--- config.mk ---
export PLATFORM = sky130hd
export DESIGN_NAME = axis_phase_burst_gate
export DESIGN_NICKNAME = d
export VERILOG_FILES = /design/src/rtl/axis_phase_burst_gate.sv
export SDC_FILE = /design/constraint.sdc
export NUM_CORES = 1
export LEC_CHECK = 0
export BUFFER_PORTS_ARGS = -buffer_cell sky130_fd_sc_hd__buf_2
export CORE_MARGIN = 2
export CORE_UTILIZATION = 25
export DETAILED_ROUTE_END_ITERATION = 6
export PLACE_DENSITY = 0.54
export SETUP_SLACK_MARGIN = 0.1
export SLEW_MARGIN = 20
export SYNTH_ARGS = -nofsm -noshare
export SYNTH_HDL_FRONTEND = slang
export SYNTH_SLANG_ARGS = --single-unit
--- constraint.sdc ---
create_clock -name aclk -period 3.25 [get_ports aclk]
set_clock_uncertainty 0.2 [all_clocks]
set_input_delay 0.65 -clock aclk [delete_from_list [all_inputs] [get_ports aclk]]
set_output_delay 0.65 -clock aclk [all_outputs]
set_load 0.05 [all_outputs]
--- src/rtl/axis_phase_burst_gate.sv ---
// axis_phase_burst_gate
//
// Gates a free-running phase stream into bursts of an exact whole number of
// periods. A trigger arms the gate. The burst then starts on the next phase
// wrap and covers cfg_cycles complete periods. Outside a burst, input samples
// are still accepted and dropped. This keeps the upstream phase generator
// running and phase-continuous.
//
// Ports
//   aclk, aresetn          clock, asynchronous active-low reset
//   trg                    start request (honoured only when idle)
//   cfg_cycles             periods per burst, latched on an accepted trigger
//   s_axis_*               phase input; tdata[PHASE_WIDTH-1:0] is the phase
//   m_axis_*               forwarded phase, unmodified, one register stage
//   sts_busy               high while armed or active
//   sts_count              periods completed in the current burst
//   sts_done               one-cycle pulse when a burst completes
//
// Handshake: a beat transfers on a rising edge where tvalid & tready are both
// high. tdata is held stable while tvalid is high and tready is low. The input
// is ready whenever the output register is empty or being drained this cycle.
module axis_phase_burst_gate #(
  parameter int AXIS_TDATA_WIDTH = 32,
  parameter int PHASE_WIDTH      = 30,
  parameter int CNTR_WIDTH       = 16
) (
  input  logic                        aclk,
  input  logic                        aresetn,
  input  logic                        trg,
  input  logic [CNTR_WIDTH-1:0]       cfg_cycles,
  output logic                        s_axis_tready,
  input  logic [AXIS_TDATA_WIDTH-1:0] s_axis_tdata,
  input  logic                        s_axis_tvalid,
  input  logic                        m_axis_tready,
  output logic [AXIS_TDATA_WIDTH-1:0] m_axis_tdata,
  output logic                        m_axis_tvalid,
  output logic                        sts_busy,
  output logic [CNTR_WIDTH-1:0]       sts_count,
  output logic                        sts_done
);

  typedef enum logic [1:0] {
    ST_IDLE   = 2'd0,
    ST_ARMED  = 2'd1,
    ST_ACTIVE = 2'd2
  } state_t;

  state_t                      state, state_nxt;
  logic [PHASE_WIDTH-1:0]      prev;
  logic                        prev_vld;
  logic [PHASE_WIDTH-1:0]      phase;
  logic [CNTR_WIDTH-1:0]       cycles, cycles_nxt;
  logic [CNTR_WIDTH-1:0]       count, count_nxt, count_inc;
  logic                        done_nxt;
  logic                        fwd;
  logic                        acc;
  logic                        wrap;
  logic [AXIS_TDATA_WIDTH-1:0] tdata_q;
  logic                        tvalid_q;
  logic                        done_q;

  assign s_axis_tready = ~tvalid_q | m_axis_tready;
  assign acc           = s_axis_tvalid & s_axis_tready;
  assign phase         = s_axis_tdata[PHASE_WIDTH-1:0];
  // A wrap is a decrease in phase. prev_vld masks the first sample after
  // reset. A zero increment gives phase == prev, which is never a wrap.
  assign wrap          = acc & prev_vld & (phase < prev);
  assign count_inc     = count + CNTR_WIDTH'(1);

  assign m_axis_tdata  = tdata_q;
  assign m_axis_tvalid = tvalid_q;
  assign sts_busy      = (state != ST_IDLE);
  assign sts_count     = count;
  assign sts_done      = done_q;

  always_comb begin
    state_nxt  = state;
    cycles_nxt = cycles;
    count_nxt  = count;
    done_nxt   = 1'b0;
    fwd        = 1'b0;
    case (state)
      ST_IDLE: begin
        // Samples accepted in this cycle are evaluated here and dropped.
        if (trg && (cfg_cycles != '0)) begin
          cycles_nxt = cfg_cycles;
          count_nxt  = '0;
          state_nxt  = ST_ARMED;
        end
      end
      ST_ARMED: begin
        if (wrap) begin
          fwd       = 1'b1;
          state_nxt = ST_ACTIVE;
        end
      end
      ST_ACTIVE: begin
        if (wrap) begin
          count_nxt = count_inc;
          if (count_inc == cycles) begin
            // The closing wrap belongs to the next period, so it is dropped.
            done_nxt  = 1'b1;
            state_nxt = ST_IDLE;
          end else begin
            fwd = 1'b1;
          end
        end else if (acc) begin
          fwd = 1'b1;
        end
      end
      default: state_nxt = ST_IDLE;
    endcase
  end

  always_ff @(posedge aclk or negedge aresetn) begin
    if (!aresetn) begin
      state    <= ST_IDLE;
      cycles   <= '0;
      count    <= '0;
      done_q   <= 1'b0;
      prev     <= '0;
      prev_vld <= 1'b0;
      tdata_q  <= '0;
      tvalid_q <= 1'b0;
    end else begin
      state  <= state_nxt;
      cycles <= cycles_nxt;
      count  <= count_nxt;
      done_q <= done_nxt;
      // Wrap tracking follows every accepted sample, in every state.
      if (acc) begin
        prev     <= phase;
        prev_vld <= 1'b1;
      end
      // fwd implies acc, and acc implies the register is free or draining.
      if (fwd) begin
        tdata_q  <= s_axis_tdata;
        tvalid_q <= 1'b1;
      end else if (m_axis_tready) begin
        tvalid_q <= 1'b0;
      end
    end
  end

endmodule

# Word-level counts from Yosys, hierarchy flattened
# Index checks and enable logic that the tools add are counted.
[totals] wordCells=49 in_bits=53 output_inout_bits=52 latchBits=0 regBits=99 n_memories=0 romBits=0 ramBits=0
[classes] muxes=18 mul=0 div=0 add_sub_neg=1 n_eq_ne=7 bitwise_logic=5 reduce_logical=9 shifts=0 n_lt_le_gt_ge=1
[op_table] operator="$mux 16" count=2
[op_table] operator="$pmux 16 s2" count=1
[op_table] operator="$lt 30x30->1" count=1
[op_table] operator="$add 16x1->16 const B" count=1
[op_table] operator="$eq 16x16->1" count=1
[op_table] operator="$reduce_bool 16->1" count=1
[op_table] operator="$mux 1" count=9
[op_table] operator="$mux 2" count=4
[op_table] operator="$ne 2x2->1 const B" count=4
[op_table] operator="$pmux 2 s3" count=1
[op_table] operator="$reduce_bool 2->1" count=3
[op_table] operator="$reduce_and 4->1" count=1
[op_table] operator="$and 1x1->1" count=3
[op_table] operator="$reduce_and 3->1" count=1
[op_table] operator="$eq 2x1->1 const B" count=1
[op_table] operator="$eq 2x2->1 const B" count=1
[op_table] operator="$logic_not 2->1" count=1
[op_table] operator="$pmux 1 s2" count=1
[op_table] operator="$reduce_and 2->1" count=1
[op_table] operator="$logic_and 1x1->1" count=1
[op_table] operator="$not 1->1" count=1
[op_table] operator="$or 1x1->1" count=1

# Logic depth before layout (Yosys ltp)
[logic_depth] depth_word=8 mapped_depth=11 depth_no_buf=10

# Least setup slack after synthesis
# Ideal clock, no wire load.
[synth_path] path_type="input-to-reg" startpoint="input s_axis_tdata[15]" endpoint="register tdata_q[10], in the netlist m_axis_tdata[10]" required_ps=2925 stages=10 arrival_ps=3139 path_buffers=1 path_slack_ps=-213 path_cell_list="ha_1 a21oi_1 o21ai_0 a221o_1 a211o_1 a21oi_2 nor2_1 a311oi_4 buf_6 mux2_2"
[synth_via] elab_chain_cells=4 word_cells_on_any_way=5 cone_classes="order compare (1); mux (3); bitwise (1)"
[synth_lines] element="start: declaration" line_no="32" text="input logic [AXIS_TDATA_WIDTH-1:0] s_axis_tdata,"
[synth_lines] element="$lt 30x30->1 (*)" line_no="67" text="assign wrap = acc & prev_vld & (phase < prev);"
[synth_lines] element="$and 1x1->1 (*)" line_no="67"
[synth_lines] element="$mux 1 (on tied branches)" line_no="98, 92"
[synth_lines] element="$pmux 1 s2 (*)" line_no="82" text="case (state)"
[synth_lines] element="end signal: assignment" line_no="137" text="tdata_q <= s_axis_tdata;"
[synth_lines] element="end: declaration" line_no="58" text="logic [AXIS_TDATA_WIDTH-1:0] tdata_q;"
# Mark *: on every way between the ends. The rest lies on a longest branch, timed or not.
# A chain may end at the register's enable or synchronous reset.

# Final worst setup path
[layout_path] startpoint="register count[0], in the netlist sts_count[0]" endpoint="register tdata_q[30], in the netlist m_axis_tdata[30]"
[layout_via] elab_chain_cells=5
[layout_lines] element="start: declaration" line_no="53" text="logic [CNTR_WIDTH-1:0] count, count_nxt, count_inc;"
[layout_lines] element="start signal: assignment" line_no="128" text="count <= count_nxt;"
[layout_lines] element="$add 16x1->16" line_no="68" text="assign count_inc = count + CNTR_WIDTH'(1);"
[layout_lines] element="$eq 16x16->1" line_no="100" text="if (count_inc == cycles) begin"
[layout_lines] element="$mux 1" line_no="100"
[layout_lines] element="$mux 1" line_no="98" text="if (wrap) begin"
[layout_lines] element="$pmux 1 s2" line_no="82"
# Every way passes these cells.

==> impl_results.md <==
- Critical Path AT: roughly 3.2 ns
- RSZ-0062 raised after global routing: true
- CP Launch Point: sts_count[0]$_DFFE_PN0P_
- Hold Vio Cnt, Final: 0
- Register area: 2490 um^2
- Compound-gate portion of the synthesized area: 8.51%
- Htree depth: 3
- Prevailing post-synth register cell: dfrtp_1
- Synth top area cells: dfrtp_1, mux2_2, ha_1, inv_1, xnor2_1
- CTS tree: done
- Synthesis-stage register bit count: 99
- DRC: 0
- Max Root-Sink Buffers: 2
- Cell area power density: 820 nW/um^2
- Final period utilization: ~97%
- Synth warn: 0
- Vias in the first global route: 3972
- Outcome: completed
- Seq/Total Area, Yosys: between 40% and 50%
- XOR/XNOR share of the synthesized area: under 10%
- Mux cell area share after synthesis: 18.1%
- Post-layout util: 33.9%
- Crit path cell chain: ha_4 > xnor2_2 > o211ai_1 > nor3_2 > nand3b_1 > nor4_4 > a41oi_2 > a311oi_4 > buf_6 > buf_12 > mux2_2
- Max-cap viol count: 0
- Avg Cell Area, Syn: approximately 11 um^2
- Routed len/inst: 14.6 um
- Final WS setup: 0.0855 ns
- Crit-path slowest cell: dfrtp_2
- Path length in cells of the critical path: 11
- Synth Area in Simple Gates: 11.6%
- Post-synthesis instance total: 474
- Num ports: ~110
- Yosys top cell area share: 46.2%
- Post-DP HPWL: approximately 9900 um
- Crit path largest cell delay: 0.45 ns
- CP startpoint kind: flop
- Inst Count DP: slightly below 900
- Worst setup EP type: flop
- Initial antenna violation count: 0
- Area grow syn2layout: 32.7%
- DRT iter0 DRCs: 146
- Via Count: 4032
- Dominant cell type by area after synthesis: dfrtp_1
- Fmax achieved: 316 MHz
- Num CTS Buffers: 9
- Worst slew pin tran: 0.623 ns
- Total power draw: around 5.8 mW
- Site Rows: 53
- Post-synthesis adder-cell area fraction: 7.69%
- Worst vdd ir: 0.447 mV
- Routed vias/inst: 4.48
- Synth unique cells: 56
- Setup-failing EPs final: 0
- Antenna cell count: 0
- Nets: 706
- Largest net degree at the start of global routing: 46
- Height of the chip: 151 um
- Fraction of layout cells with a size suffix above 1: 45.4%
- Filler Cell Count: around 2100
- Worst-path clk slew: roughly 0.080 ns
- Final Max Tran Viols: 0
- GRT Total Usage: 11.8%
- Reg2reg end: m_axis_tdata[30]$_DFFE_PN0P_
- CP bufs+invs: 2
- Mapped cell area: roughly 5400 um^2
- CP endpoint: m_axis_tdata[30]$_DFFE_PN0P_
- Top delay family on crit path: simple AND/OR/NAND/NOR gates
- Net Count, Synth: 560
- CP max FO: 15
- Worst r2r src: sts_count[0]$_DFFE_PN0P_
- Flop-to-flop setup slack: 0.09 ns
- Clk sinks: roughly 100
- EDFF count, synth: 0
- Post-route ant nets: 0
- CTS root buf: clkbuf_16
- Total gr overflow: 0
- Initial Utilization: 25.5%
- Non-filler instance count after layout: 900
- GP Congestion: 0.757
- Most numerous cell in the Yosys netlist: dfrtp_1
- Clk Latency, worst-skew pair: 0.36 ns
- Max-slew headroom: 58.2%
- Register-to-Register Path Depth: 11
- LEAKAGE: 3.48 nW
- Port Buffers: 104
- Post-synthesis async set-or-reset flop share: 100%
- Setup Crit Path Kind: flop to flop
- First-pass GRT wire length: roughly 21000 um
- Core ar.: 21000 um^2
- DR pass1 iterations: 4
- Largest family of logic cells by synthesized area: multiplexers
- Critical Path RT: 3.29 ns
- Place WS: -0.195 ns
- Multi-input gate area: 2900 um^2
- Tmin final: 3.16 ns
- Top cells by count, synth: dfrtp_1, mux2_2, inv_1
- Die X: between 150 and 200 um
- Final WL: 13100 um
- Die area: 22700 um^2
- HP Class: input port to async pin
## report_power, final
part           internal, mW  total [mW]  switching [mW]  leakage [nW]
combinational          1.18        2.88            1.70          2.16
clock                 0.534        1.06           0.528         0.139
sequential             1.64        1.89           0.252          1.18
total                  3.35        5.84            2.48          3.48
## cells by family after synthesis
| family | after synthesis |
|---|---|
| AO/OA/AOI/OAI | 68 |
| flip-flops | 99 |
| multiplexers | 87 |
| XOR/XNOR | 21 |
| adder cells (fa/ha/maj) | 33 |
| buffers and inverters | 57 |
| AND/OR/NAND/NOR | 109 |
## metal layers
metal	track usage (%)	up-vias	part of all wire, %
met1	16.4	1963	49
met2	18.3	63	46
met4	3.96	0	1.4
li1	-	1996	-
met3	2.45	10	4.2
met5	0	-	0
## sequential cells by signal (all words and copies together) (netlist names)
signal and cells:
sts_done 1, m_axis_tvalid 1, prev_vld 1, m_axis_tdata 32
prev 30, sts_count 16, cycles 16, state 2
## cells in the final DEF (no fill, tap or decap), drive strengths merged, types with 4 or more instances in the layout
master,n
a21oi,19
mux2i,8
buf,154
o21ai,18
nand4,10
nand3,10
nor2,13
and3,8
nor4,8
xnor2,15
xor2,6
nand2,34
nor3,7
o21a,4
mux2,79
inv,41
a211oi,5
nand2b,4
clkbuf,10
dfrtp,99
ha,33
## cell type report
type | count | share of cell area [%]
Clock buffer | 9 | 3.16
Clock inverter | 7 | 0.826
Inverter | 37 | 1.95
Multi-Input combinational cell | 318 | 40.6
Sequential cell | 99 | 35.0
Tap cell | 275 | 4.83
Timing Repair Buffer | 155 | 13.6
## metrics by stage
step | area, um^2 | hold slack (ns) | TNS (ns)
2_1_floorplan | 5540 | 0.154 | 0
3_3_place_gp | 6630 | 0.260 | -5.29
3_5_place_dp | 6630 | 0.259 | -5.39
4_1_cts | 6940 | 0.103 | 0
5_1_grt | 7120 | 0.118 | -0.961
6_report | 7120 | 0.0799 | 0
## worst reg2reg max path, delay by kind of cell (launching register included)
family                     cells  cell delay [ns]
muxes                          1             0.34
buffers and inverters          2             0.31
DFF                            1             0.45
and+or+nand+nor                3             0.68
xor gates and xnor gates       1             0.15
adders and majority gates      1             0.26
AOI/OAI and AO/OA              3             0.66
## worst min path at each step
| stage | startpoint | to | slack [ns] | cells after the start |
|---|---|---|---|---|
| final | aresetn | sts_count[5]$_DFFE_PN0P_ | 0.08 | 1 |
| after global routing | aresetn | sts_count[5]$_DFFE_PN0P_ | 0.12 | 1 |
| after CTS | aresetn | sts_count[5]$_DFFE_PN0P_ | 0.10 | 1 |
| after detailed placement | prev_vld$_DFFE_PN0P_ | prev_vld$_DFFE_PN0P_ | 0.26 | 1 |
| after global placement | prev_vld$_DFFE_PN0P_ | prev_vld$_DFFE_PN0P_ | 0.26 | 1 |
| after floorplan | aresetn | cycles[0]$_DFFE_PN0P_ | 0.15 | 0 |
## timing repair
action | 4_1_cts | 5_1_grt
setup endpoints to repair | 32 | 32
hold buffers | 0 | 0
gates cloned | 0 | 2
buffers inserted | 1 | 9
gates resized for setup | 4 | 15
pin swaps | 1 | 6
Power figures use the tool's default switching activity.
